==> src/rtl/reg_read_pkg.sv <==
`default_nettype none
// ============================================================================
//  Module      : reg_read_pkg
//  Description : Shared defaults, response-queue state encoding and the
//                response payload type for the register read unit.
//  Revision    : 1.0 - initial release
// ============================================================================
package reg_read_pkg;

    // Default geometry of the register storage
    localparam int c_DATA_W   = 16;
    localparam int c_ADDR_W   = 3;
    localparam int c_NUM_REGS = 8;

    // Response queue occupancy
    typedef enum logic [1:0] {
        Q_EMPTY = 2'd0,
        Q_ONE   = 2'd1,
        Q_TWO   = 2'd2
    } q_state_t;

    // Response payload at the default data width: {err, data}
    typedef struct packed {
        logic                err;
        logic [c_DATA_W-1:0] data;
    } rsp_t;

endpackage : reg_read_pkg
`default_nettype wire

==> src/rtl/reg_read_unit_if.sv <==
`default_nettype none
// ============================================================================
//  Module      : reg_read_unit_if
//  Description : Bus bundle for the register read unit: enable-style write
//                port, valid/ready read request and valid/ready read response.
//                master  - drives writes, requests, response ready (consumer)
//                slave   - the register read unit
//  Revision    : 1.0 - initial release
// ============================================================================
interface reg_read_unit_if
    import reg_read_pkg::*;
#(
    parameter int DATA_W = c_DATA_W,
    parameter int ADDR_W = c_ADDR_W
);
    logic              wr_en;
    logic [ADDR_W-1:0] wr_addr;
    logic [DATA_W-1:0] wr_data;

    logic              rd_req_valid;
    logic              rd_req_ready;
    logic [ADDR_W-1:0] rd_req_addr;

    logic              rd_rsp_valid;
    logic              rd_rsp_ready;
    logic [DATA_W-1:0] rd_rsp_data;
    logic              rd_rsp_err;

    modport master (
        output wr_en, wr_addr, wr_data,
        output rd_req_valid, rd_req_addr,
        input  rd_req_ready,
        input  rd_rsp_valid, rd_rsp_data, rd_rsp_err,
        output rd_rsp_ready
    );

    modport slave (
        input  wr_en, wr_addr, wr_data,
        input  rd_req_valid, rd_req_addr,
        output rd_req_ready,
        output rd_rsp_valid, rd_rsp_data, rd_rsp_err,
        input  rd_rsp_ready
    );

endinterface : reg_read_unit_if
`default_nettype wire

==> src/rtl/rd_skid_buf.sv <==
`default_nettype none
// ============================================================================
//  Module      : rd_skid_buf
//  Description : Two-entry in-order response queue. The head entry drives the
//                output; a second entry absorbs one extra response while the
//                consumer stalls. The input ready is a flop, so there is no
//                combinational path from i_pop_ready to o_push_ready.
//  Ports       : clk, rst          clock, async active-high reset
//                i_push_valid      new payload offered
//                o_push_ready      queue can take a payload (registered)
//                i_push_data       payload in
//                o_pop_valid       head entry valid
//                i_pop_ready       consumer takes head entry
//                o_pop_data        head payload
//  Revision    : 1.0 - initial release
// ============================================================================
module rd_skid_buf
    import reg_read_pkg::*;
#(
    parameter int PAYLOAD_W = c_DATA_W + 1
) (
    input  wire logic                 clk,
    input  wire logic                 rst,
    input  wire logic                 i_push_valid,
    output logic                      o_push_ready,
    input  wire logic [PAYLOAD_W-1:0] i_push_data,
    output logic                      o_pop_valid,
    input  wire logic                 i_pop_ready,
    output logic [PAYLOAD_W-1:0]      o_pop_data
);

    q_state_t              r_state_q;
    q_state_t              w_state_d;
    logic                  r_ready_q;
    logic [PAYLOAD_W-1:0]  r_head_q;
    logic [PAYLOAD_W-1:0]  w_head_d;
    logic [PAYLOAD_W-1:0]  r_tail_q;
    logic [PAYLOAD_W-1:0]  w_tail_d;

    logic w_push;
    logic w_pop;

    assign w_push       = i_push_valid & r_ready_q;
    assign w_pop        = (r_state_q != Q_EMPTY) & i_pop_ready;
    assign o_push_ready = r_ready_q;
    assign o_pop_valid  = (r_state_q != Q_EMPTY);
    assign o_pop_data   = r_head_q;

    always_ff @(posedge clk or posedge rst) begin
        if (rst) begin
            r_state_q <= Q_EMPTY;
            r_ready_q <= 1'b1;
            r_head_q  <= '0;
            r_tail_q  <= '0;
        end else begin
            r_state_q <= w_state_d;
            // Ready for the next cycle follows the next occupancy, so it is
            // available straight from a flop.
            r_ready_q <= (w_state_d != Q_TWO);
            r_head_q  <= w_head_d;
            r_tail_q  <= w_tail_d;
        end
    end

    always_comb begin
        w_state_d = r_state_q;
        w_head_d  = r_head_q;
        w_tail_d  = r_tail_q;
        case (r_state_q)
            Q_EMPTY: begin
                if (w_push) begin
                    w_head_d  = i_push_data;
                    w_state_d = Q_ONE;
                end
            end
            Q_ONE: begin
                if (w_push && w_pop) begin
                    // Head leaves and the new payload replaces it
                    w_head_d  = i_push_data;
                end else if (w_push) begin
                    w_tail_d  = i_push_data;
                    w_state_d = Q_TWO;
                end else if (w_pop) begin
                    w_state_d = Q_EMPTY;
                end
            end
            Q_TWO: begin
                // Ready is low here, so only a pop can happen
                if (w_pop) begin
                    w_head_d  = r_tail_q;
                    w_state_d = Q_ONE;
                end
            end
            default: begin
                w_state_d = Q_EMPTY;
            end
        endcase
    end

endmodule : rd_skid_buf
`default_nettype wire

==> src/rtl/reg_read_unit.sv <==
`default_nettype none
// ============================================================================
//  Module      : reg_read_unit
//  Description : Register storage with an enable-style write port and a
//                valid/ready read path of fixed 1-cycle latency, decoupled
//                from consumer backpressure by a 2-entry response queue.
//                Reads of addresses >= NUM_REGS return err=1 with data 0;
//                writes to such addresses are dropped.
//  Ports       : clk               clock
//                rst               async active-high reset
//                bus (slave)       wr_en/wr_addr/wr_data,
//                                  rd_req_valid/rd_req_ready/rd_req_addr,
//                                  rd_rsp_valid/rd_rsp_ready/rd_rsp_data/
//                                  rd_rsp_err
//  Options     : REG_READ_BYPASS_EN - when defined, a write in the same cycle
//                as an accepted read of the same address forwards wr_data to
//                the response; otherwise the old register value is returned.
//  Revision    : 1.0 - initial release
// ============================================================================
module reg_read_unit
    import reg_read_pkg::*;
#(
    parameter int DATA_W   = c_DATA_W,
    parameter int NUM_REGS = c_NUM_REGS,
    parameter int ADDR_W   = c_ADDR_W
) (
    input  wire logic        clk,
    input  wire logic        rst,
    reg_read_unit_if.slave   bus
);

    // Zero-extended bound so the range check works at full ADDR_W even when
    // NUM_REGS == 2**ADDR_W.
    localparam logic [ADDR_W:0] c_REG_LIMIT = (ADDR_W + 1)'(NUM_REGS);

    logic [DATA_W-1:0] r_regs_q [NUM_REGS];
    logic [DATA_W-1:0] w_regs_d [NUM_REGS];

    logic              w_wr_hit;
    logic              w_rd_err;
    logic [DATA_W-1:0] w_rd_data;
    logic [DATA_W:0]   w_rsp_in;
    logic [DATA_W:0]   w_rsp_out;

    assign w_wr_hit = bus.wr_en & ({1'b0, bus.wr_addr} < c_REG_LIMIT);
    assign w_rd_err = ({1'b0, bus.rd_req_addr} >= c_REG_LIMIT);

    // ------------------------------------------------------------------
    // Register storage
    // ------------------------------------------------------------------
    always_comb begin
        for (int i = 0; i < NUM_REGS; i++) begin
            w_regs_d[i] = r_regs_q[i];
            if (w_wr_hit && (bus.wr_addr == ADDR_W'(i))) begin
                w_regs_d[i] = bus.wr_data;
            end
        end
    end

    always_ff @(posedge clk or posedge rst) begin
        if (rst) begin
            for (int i = 0; i < NUM_REGS; i++) begin
                r_regs_q[i] <= '0;
            end
        end else begin
            r_regs_q <= w_regs_d;
        end
    end

    // ------------------------------------------------------------------
    // Read sample: storage as it stands before this edge's write. An
    // out-of-range address matches no register and yields zero data.
    // ------------------------------------------------------------------
    always_comb begin
        w_rd_data = '0;
        for (int i = 0; i < NUM_REGS; i++) begin
            if (bus.rd_req_addr == ADDR_W'(i)) begin
                w_rd_data = r_regs_q[i];
            end
        end
`ifdef REG_READ_BYPASS_EN
        // A write hit is always in range, so a matching read is too
        if (w_wr_hit && (bus.wr_addr == bus.rd_req_addr)) begin
            w_rd_data = bus.wr_data;
        end
`endif
    end

    assign w_rsp_in = {w_rd_err, w_rd_data};

    // ------------------------------------------------------------------
    // Response queue
    // ------------------------------------------------------------------
    rd_skid_buf #(
        .PAYLOAD_W (DATA_W + 1)
    ) u_skid (
        .clk          (clk),
        .rst          (rst),
        .i_push_valid (bus.rd_req_valid),
        .o_push_ready (bus.rd_req_ready),
        .i_push_data  (w_rsp_in),
        .o_pop_valid  (bus.rd_rsp_valid),
        .i_pop_ready  (bus.rd_rsp_ready),
        .o_pop_data   (w_rsp_out)
    );

    assign bus.rd_rsp_err  = w_rsp_out[DATA_W];
    assign bus.rd_rsp_data = w_rsp_out[DATA_W-1:0];

endmodule : reg_read_unit
`default_nettype wire
==> src/flat_wrapper.sv <==
// flat-port wrapper written by rule: the top's interface ports become plain ports
module reg_read_unit_flat import reg_read_pkg::*;
#(
    parameter int DATA_W   = c_DATA_W,
    parameter int NUM_REGS = c_NUM_REGS,
    parameter int ADDR_W   = c_ADDR_W
)
  (clk, rst, bus_wr_en, bus_wr_addr, bus_wr_data, bus_rd_req_valid, bus_rd_req_addr, bus_rd_req_ready, bus_rd_rsp_valid, bus_rd_rsp_data, bus_rd_rsp_err, bus_rd_rsp_ready);
  reg_read_unit_if #(.DATA_W(DATA_W), .ADDR_W(ADDR_W)) bus_i ();
  input  wire logic clk;
  input  wire logic rst;
  input wire logic [$bits(bus_i.wr_en)-1:0] bus_wr_en;
  input wire logic [$bits(bus_i.wr_addr)-1:0] bus_wr_addr;
  input wire logic [$bits(bus_i.wr_data)-1:0] bus_wr_data;
  input wire logic [$bits(bus_i.rd_req_valid)-1:0] bus_rd_req_valid;
  input wire logic [$bits(bus_i.rd_req_addr)-1:0] bus_rd_req_addr;
  output wire logic [$bits(bus_i.rd_req_ready)-1:0] bus_rd_req_ready;
  output wire logic [$bits(bus_i.rd_rsp_valid)-1:0] bus_rd_rsp_valid;
  output wire logic [$bits(bus_i.rd_rsp_data)-1:0] bus_rd_rsp_data;
  output wire logic [$bits(bus_i.rd_rsp_err)-1:0] bus_rd_rsp_err;
  input wire logic [$bits(bus_i.rd_rsp_ready)-1:0] bus_rd_rsp_ready;
  assign bus_i.wr_en = bus_wr_en;
  assign bus_i.wr_addr = bus_wr_addr;
  assign bus_i.wr_data = bus_wr_data;
  assign bus_i.rd_req_valid = bus_rd_req_valid;
  assign bus_i.rd_req_addr = bus_rd_req_addr;
  assign bus_rd_req_ready = bus_i.rd_req_ready;
  assign bus_rd_rsp_valid = bus_i.rd_rsp_valid;
  assign bus_rd_rsp_data = bus_i.rd_rsp_data;
  assign bus_rd_rsp_err = bus_i.rd_rsp_err;
  assign bus_i.rd_rsp_ready = bus_rd_rsp_ready;
  reg_read_unit #(.DATA_W(DATA_W), .NUM_REGS(NUM_REGS), .ADDR_W(ADDR_W)) u_core (.clk(clk), .rst(rst), .bus(bus_i));
endmodule
==> config.mk <==
export PLATFORM = sky130hd
export DESIGN_NAME = reg_read_unit_flat
export DESIGN_NICKNAME = d
export VERILOG_FILES = /design/src/rtl/reg_read_pkg.sv /design/src/rtl/reg_read_unit_if.sv /design/src/rtl/rd_skid_buf.sv /design/src/rtl/reg_read_unit.sv /design/src/flat_wrapper.sv
export SDC_FILE = /design/constraint.sdc
export NUM_CORES = 1
export LEC_CHECK = 0
export BUFFER_PORTS_ARGS = -buffer_cell sky130_fd_sc_hd__buf_4
export CAP_MARGIN = 10
export CORE_UTILIZATION = 50
export DETAILED_ROUTE_END_ITERATION = 10
export GPL_ROUTABILITY_DRIVEN = 0
export PLACE_DENSITY = 0.68
export SYNTH_ARGS = -nofsm -noshare
export SYNTH_HDL_FRONTEND = slang
export SYNTH_SLANG_ARGS = --single-unit
==> constraint.sdc <==
create_clock -name clk -period 8.45 [get_ports clk]
set_clock_uncertainty 0.1 [all_clocks]
set_input_delay 2.535 -clock clk [delete_from_list [all_inputs] [get_ports clk]]
set_output_delay 2.535 -clock clk [all_outputs]
set_load 0.03 [all_outputs]
# Word level (Yosys, flattened, before mapping)
# Index checks and enable logic that the tools add are counted.
# op_classes
eq_ne	20
mux	18
bitwise	3
n_reduce_logical	16
# op_table
cell	n
$mux W16	8
$mux W17	3
$pmux W17 S3	1
$eq A3 B3 Y1 const B	8
$eq A3 B2 Y1 const B	4
$mux W2	5
$logic_and A1 B1 Y1	9
$ne A2 B2 Y1 const B	4
$eq A3 B1 Y1 const B	2
$logic_not A3 Y1	2
$pmux W2 S3	1
$reduce_and A4 Y1	1
$reduce_and A3 Y1	1
$reduce_bool A3 Y1	1
$and A1 B1 Y1	2
$eq A2 B1 Y1 const B	1
$eq A2 B2 Y1 const B	1
$logic_not A2 Y1	1
$reduce_bool A2 Y1	1
$not A1 Y1	1
# totals
register_bits	164
inputBits	27
out_inout_bits	19
wordCells	69

# Logic depth before layout (Yosys ltp)
# Gate-level depths: netlist of run 1.
# depth
word_depth	11
depth_mapped	7
ltp_nobuf	5

# Cells and area by module
# From an unflattened synthesis of run 1, not the netlist that was laid out.
# hier_totals
hier_cells	551
area_unflattened_um2	7666.1
# modules_own_cells
module	instances	cells_per_inst	area_each_um2
reg_read_unit	1	439	6005.8
rd_skid_buf	1	112	1660.3

# Worst setup path after synthesis of run 1
# OpenSTA, ideal clock, no wires.
# synth_timing
path_type	input to register
from	in bus_wr_addr[2]
to	reg u_core.r_regs_q[80] (netlist bit)
setup_time_ps	125
arrival_time_ps	3695
setup_slack_ps	4530
path_stages	5
n_path_buf	2
cell_sequence	buf_2 > nand2b_4 > nor3b_4 > buf_6 > mux2_2
# synth_between
elab_chain_cells	2
# synth_lines
element	line_no	rtl
from (decl)	flat_wrapper.sv:13	input wire logic [$bits(bus_i.wr_addr)-1:0] bus_wr_addr;
$eq A3 B2 Y1	reg_read_unit.sv:54	if (w_wr_hit && (bus.wr_addr == ADDR_W'(i))) begin
$logic_and A1 B1 Y1	reg_read_unit.sv:54	
to (signal assigned)	reg_read_unit.sv:66	r_regs_q <= w_regs_d;
to (decl)	reg_read_unit.sv:36	logic [DATA_W-1:0] r_regs_q [NUM_REGS];
# No other way between the ends.
# A chain may end at the register's enable or synchronous reset.

# Worst setup path in the final report of run 1
# layout_timing
from	in bus_rd_req_addr[1]
to	reg u_core.u_skid.r_head_q[10], in the netlist u_core.u_skid.o_pop_data[10]
# layout_between
elab_chain_cells	11
# layout_lines
element	line_no	rtl
from (decl)	flat_wrapper.sv:16	input wire logic [$bits(bus_i.rd_req_addr)-1:0] bus_rd_req_addr;
$logic_not A3 Y1	reg_read_unit.sv:77	if (bus.rd_req_addr == ADDR_W'(i)) begin
$mux W16 (7 in a row)	reg_read_unit.sv:77	
$mux W16 (*)	reg_read_unit.sv:77	
$mux W17 (on tied branches)	rd_skid_buf.sv:77, rd_skid_buf.sv:71	
$pmux W17 S3 (*)	rd_skid_buf.sv:69	case (r_state_q)
to (signal assigned)	rd_skid_buf.sv:60	r_head_q <= w_head_d;
to (decl)	rd_skid_buf.sv:35	logic [PAYLOAD_W-1:0] r_head_q;
# Every way passes the cells marked *; elsewhere a longest branch is shown, timed or not. The select of a mux whose other input is x is not followed.

==> flow_summary.yaml, run 1 <==
clocking:
  cts_buffers: 17
  cts_root_buf: "clkbuf_16"
  clock_sinks: 163
  cts_setup_buffers: 0
  cts_hold_buffers: 0
  ctsLongestPathBuffers: 2
  cts_resized: 0
  cts.clk_slew.worst_paths_ns: 0.06
  htree_levels: 4
  clock_latency_ns: 0.42
  cts_tree: "built"
sta:
  rsz0062_at_grt: "false"
  finalSetupTns_ns: 0
  drv_slew: 0
  fmax_mhz: 239
  max_slew_margin: 0.248
  setup-violations-final: 0
  tightest_slew_ns: 1.13
  finalHoldViolations: 0
  min_period_ns: 4.19
  finalCritPeriodShare: 0.496
logic_synthesis:
  synth_flop_cell: "dfrtp_1"
  synth-edff-count: 0
  syn_area_um2: 7850
  yosysWarnings: 0
  synth_compound_area_frac: 0.0996
  synth_cell_types: 53
  yosys.area_share.simple: 0.0911
  synth-async-reset-ratio: 1.00
  synth_cells: 607
  synth_seq_cells: 163
  synth_top_family_by_area: "multiplexers"
  syn_avg_cell_area_um2: 12.9
  synthMuxAreaShare: 0.250
  synth_sequential_area_ratio: 0.520
  synth_xor_xnor_area_share: 0
  yosys.area_share.adder: 0
  synth_nets: 634
final_layout:
  layout_commonest_cell: "dfrtp_1"
  final_cell_mix: "dfrtp_1, mux2_2, buf_4"
  fill_cells: 1208
  fin_nets: 661
  drive_gt1_frac: 0.385
  antenna_cells: 0
  area.growth.synth_to_final_pct: 13.4
power:
  p_comb_frac: 0.233
  power_frac_seq: 0.433
  power.density_nw_per_um2: 295
  p_sw_frac: 0.292
  p_int_w: 0.00186
  finalPower_w: 0.00263
  p_switching_w: 0.000765
  pwr-share-clk: 0.334
  ir_drop_mv: 0.143
  p_leak_nw: 3.81
floorplan:
  start_util: 0.515
  core_area_um2: 15300
  ioPinCount: 46
  placementRows: 45
  die_area_um2: 16200
  die_w_um: 127
  fp.dieH_um: 127
setup_path:
  startpoint_type: "input pin"
  rr_worst_depth: 5
  crit_path_max_fanout: 58
  endpoint_kind: "flop"
  required_ns: 8.61
  r2r-end: "u_core.u_skid.o_pop_data[10]$_DFFE_PP0P_"
  r2r_start: "u_core.u_skid.r_state_q[1]$_DFF_PP0_"
  path_class: "in2reg"
  worstPathArrival_ns: 4.36
  rrSetupSlack_ns: 6.08
global_routing:
  antenna_found_initial: 0
  grt_overflow_total: 0
  grt_pass1_vias: 5360
  track_usage: 0.245
  grt_max_degree: 114
  grt_pass1_wl_mm: 29.6
hold_path:
  hp-start: "u_core.r_regs_q[117]$_DFFE_PP0P_"
  min_to: "u_core.r_regs_q[117]$_DFFE_PP0P_"
  hold_class: "reg2reg"
  holdPathStages: 1
detailed_routing:
  vias: 5126
  ant_nets: 0
  drc: 0
  drt-total-wl_mm: 18.2
  dr.pass1.iters: 5
  drt_iter0_drc: 272
  via_per_inst: 5.98
  post_drt_wl_per_cell_um: 21.3
place:
  dp_hpwl_mm: 10.9
  port_buffers: 44
outcome:
  status: "finished clean"
flow_run:
  cap_violations: 0
==> synth_stat cells (2+ instances only) <==
library cell / instances / area (um2)
dfrtp_1: 162 / 4050
mux2_2: 126 / 1420
nand2_1: 41 / 154
a21oi_1: 23 / 115
nor2_1: 23 / 86.3
mux2i_1: 22 / 220
buf_2: 20 / 100
nand3b_1: 19 / 143
o21ai_1: 17 / 85.1
mux4_2: 13 / 293
nand2b_1: 11 / 68.8
inv_1: 10 / 37.5
a22oi_1: 9 / 67.6
a31oi_1: 9 / 56.3
buf_6: 8 / 90.1
o211ai_1: 8 / 60.1
o31ai_1: 8 / 60.1
buf_4: 7 / 52.6
nor2b_1: 7 / 43.8
o32ai_2: 7 / 114
o21ai_0: 6 / 30.0
a2111oi_2: 5 / 75.1
clkbuf_1: 5 / 18.8
mux2_1: 3 / 33.8
nand4b_2: 3 / 45.0
a2111oi_1: 2 / 20.0
a32oi_1: 2 / 17.5
and2_1: 2 / 12.5
nand2b_4: 2 / 27.5
nor3b_4: 2 / 37.5
o311ai_0: 2 / 17.5
or2_2: 2 / 12.5
==> flip-flops by register name, summed over array words and instances, names as in the netlist <==
| signal | cells |
|---|---|
| u_core.r_regs_q | 128 |
| u_core.u_skid.o_pop_data | 16 |
| u_core.u_skid.r_tail_q | 16 |
| u_core.u_skid.r_state_q | 2 |
| u_core.u_skid.o_push_ready | 1 |
==> how the worst max path moves through the flow <==
stage / end / slack, ns / startpoint / cells past startpoint
6_report: u_core.u_skid.o_pop_data[10]$_DFFE_PP0P_ / 4.26 / bus_rd_req_addr[1] / 6
5_1_grt: u_core.u_skid.o_pop_data[10]$_DFFE_PP0P_ / 4.16 / bus_rd_req_addr[1] / 6
4_1_cts: u_core.u_skid.o_pop_data[10]$_DFFE_PP0P_ / 4.30 / bus_rd_req_addr[1] / 6
3_5_place_dp: u_core.u_skid.o_pop_data[1]$_DFFE_PP0P_ / 3.86 / bus_rd_req_addr[2] / 5
3_3_place_gp: u_core.u_skid.o_pop_data[6]$_DFFE_PP0P_ / 3.92 / bus_rd_req_addr[2] / 6
2_1_floorplan: u_core.r_regs_q[0]$_DFFE_PP0P_ / 1.41 / rst / 1
==> logic make-up (layout without fill, tap and decap cells) <==
family                 count (synthesis)  in the layout
other                                  1              1
muxes                                164            164
DFF                                  163            163
AOI/OAI and AO/OA                    106            106
buffers and inverters                 52             91
and+or+nand+nor                      121            121
==> per-layer routing <==
layer | GRT usage | up-vias | wire (um)
met4 | 0.0917 | 0 | 307
met5 | 0 | - | 0
li1 | - | 2282 | -
met1 | 0.332 | 2687 | 8430
met2 | 0.390 | 130 | 8770
met3 | 0.0494 | 27 | 710
==> stage by stage <==
stage	hold slack [ns]	cells	setup WS, ns	util	area [um2]
after global routing	0.396	857	4.16	0.584	8900
after CTS	0.388	857	4.30	0.584	8900
after floorplan	0.350	607	1.41	-	7850
final	0.387	857	4.26	0.584	8900
after detailed placement	0.374	826	3.86	0.539	8230
after global placement	0.360	826	3.92	0.539	8230
==> worst max-delay path, stage by stage <==
cell,delay [ns]
buf_4,0.63
mux4_2,0.58
mux2i_1,0.22
nand2_1,0.09
o21ai_0,0.13
o21ai_1,0.11
==> power by group through the flow <==
stage,logic [W],registers (W),clock network [W]
after global placement,0.000593,0.00113,0
after floorplan,0.000384,0.00117,0
after detailed placement,0.000611,0.00114,0
after global routing,0.000673,0.00116,0.000918
final,0.000612,0.00114,0.000877
after CTS,0.000616,0.00113,0.000886
==> final cells by class <==
type	count	area (um2)	area share
Clock buffer	21	470	0.0528
Clock inverter	10	203	0.0228
Inverter	11	46.3	0.00520
Multi-Input combinational cell	392	3470	0.390
Sequential cell	163	4080	0.458
Tap cell	211	264	0.0297
Timing Repair Buffer	49	368	0.0413
Power figures use the tool's default switching activity.
==> run 2, diff against run 1 <==
- clock period: 8.45 -> 4.2 ns (I/O delays scaled with it)
==> run 2 against run 1 <==
Against the previous run: hold slack got worse by 0.0015 ns; first-iteration DRC count grew 24%; setup slack worse by 2.9 ns; global-route usage is 0.80 points lower; clock power is 90% higher; die area stayed put; critical path depth unchanged; via count down 1.6%; cell area rose by 0.21%; largest power group unchanged.
==> flow_summary.yaml, run 2 (synthesis gave the netlist of run 1 again) <==
outcome:
  status: "finished clean"
sta:
  finalCritPeriodShare: 0.679
  fmax_mhz: 351
  drv_slew: 0
  finalSetupTns_ns: 0
  rsz0062_at_grt: "false"
  finalHoldViolations: 0
  setup_ws_ns: 1.35
  min_period_ns: 2.85
  max_slew_margin: 0.380
  setup-violations-final: 0
  tightest_slew_ns: 0.927
clocking:
  cts_buffers: 17
  cts.clk_slew.worst_paths_ns: 0.06
  cts_tree: "built"
  cts_resized: 0
  clock_sinks: 163
  ctsLongestPathBuffers: 2
  clock_latency_ns: 0.42
  cts_hold_buffers: 0
  cts_root_buf: "clkbuf_16"
  cts_setup_buffers: 0
  htree_levels: 4
floorplan:
  placementRows: 45
  die_w_um: 127
  fp.dieH_um: 127
  start_util: 0.515
  core_area_um2: 15300
  die_area_um2: 16200
  ioPinCount: 46
setup_path:
  endpoint_kind: "flop"
  critPathMaxStageDelay_ns: 0.61
  startpoint: "bus_rd_req_addr[1]"
  worstPathArrival_ns: 3.10
  required_ns: 4.45
  path_class: "in2reg"
  rrSetupSlack_ns: 2.00
  cp_cell_sequence: "buf_4 > and2_1 > a32oi_1 > a21oi_1 > nor3_1 > o21ai_1"
  crit_path_max_fanout: 58
  crit_slowest_cell: "buf_4"
  startpoint_type: "input pin"
  r2r_start: "u_core.u_skid.r_state_q[0]$_DFF_PP0_"
final_layout:
  fin_cells: 863
  layout_commonest_cell: "dfrtp_1"
  largest-register: "u_core.r_regs_q"
  fin_util: 0.585
  antenna_cells: 0
  largest_reg_flops: 128
  area.growth.synth_to_final_pct: 13.6
  drive_gt1_frac: 0.390
  fin_nets: 666
  final_cell_mix: "dfrtp_1, mux2_2, buf_4"
power:
  p_switching_w: 0.00154
  p_comb_frac: 0.238
  p_leak_nw: 3.82
  ir_drop_mv: 0.292
  pwr-share-clk: 0.323
  power_frac_seq: 0.440
  power.density_nw_per_um2: 580
  p_sw_frac: 0.297
  p_int_w: 0.00364
place:
  dp_slack_ns: 0.932
  dp_cells: 831
  dp_hpwl_mm: 10.7
  port_buffers: 44
detailed_routing:
  drt-total-wl_mm: 17.9
  ant_nets: 0
  dr.pass1.iters: 5
  drc: 0
  post_drt_wl_per_cell_um: 20.7
  via_per_inst: 5.84
  vias: 5044
  drt_iter0_drc: 336
hold_path:
  hp-start: "u_core.r_regs_q[118]$_DFFE_PP0P_"
  hold_class: "reg2reg"
flow_run:
  cap_violations: 0
global_routing:
  grt_max_degree: 116
  top_usage_layer: "met2"
  use_met2: 0.383
  grt_overflow_total: 0
  grt_pass1_wl_mm: 28.1
  grt_pass1_vias: 5090
  met3_usage: 0.0507
  grtUsageMet1: 0.315
  antenna_found_initial: 0
  track_usage: 0.237
run 2: layer usage:
| metal | share of wire | vias to the layer above | wire length [um] |
|---|---|---|---|
| li1 | - | 2285 | - |
| met3 | 0.058 | 16 | 1030 |
| met4 | 0.013 | 0 | 241 |
| met2 | 0.49 | 132 | 8810 |
| met1 | 0.44 | 2611 | 7810 |
| met5 | 0 | - | 0 |
run 2: critical path: cells and delay by family:
family | cells | cell delay, ns
AOI/OAI and AO/OA | 3 | 0.49
and+or+nand+nor | 2 | 0.68
buffers and inverters | 1 | 0.61
run 2: path summary, 6_finish.rpt:
kind | to | cells after the start
worst min register to register | u_core.r_regs_q[118]$_DFFE_PP0P_ | 1
min in group asynchronous | u_core.u_skid.r_state_q[0]$_DFF_PP0_ | 3
worst max-delay path | u_core.u_skid.o_pop_data[15]$_DFFE_PP0P_ | 6
worst max register to register | u_core.u_skid.o_pop_data[1]$_DFFE_PP0P_ | 4
worst min-delay path | u_core.r_regs_q[118]$_DFFE_PP0P_ | 1
max in group asynchronous | u_core.u_skid.o_pop_data[15]$_DFFE_PP0P_ | 3
run 2: stage by stage:
stage          total power, W  area [um2]  hold slack, ns
3_5_place_dp          0.00353        8280           0.371
2_1_floorplan         0.00313        7860           0.350
3_3_place_gp          0.00347        8280           0.362
4_1_cts               0.00520        8920           0.385
5_1_grt               0.00542        8920           0.407
6_report              0.00518        8920           0.385
run 2: layout make-up:
class                           count  area [um2]
Multi-Input combinational cell    392        3470
Timing Repair Buffer               54         418
Clock buffer                       21         470
Inverter                           11        45.0
Fill cell                        1245        6340
Sequential cell                   163        4080
Tap cell                          211         264
Clock inverter                     11         175
run 2: power groups by stage:
stage / Clock (W) / Sequential (W) / Combinational (W)
2_1_floorplan: 0 / 0.00235 / 0.000773
3_3_place_gp: 0 / 0.00227 / 0.00120
3_5_place_dp: 0 / 0.00230 / 0.00123
4_1_cts: 0.00170 / 0.00227 / 0.00124
5_1_grt: 0.00176 / 0.00232 / 0.00134
6_report: 0.00167 / 0.00228 / 0.00123
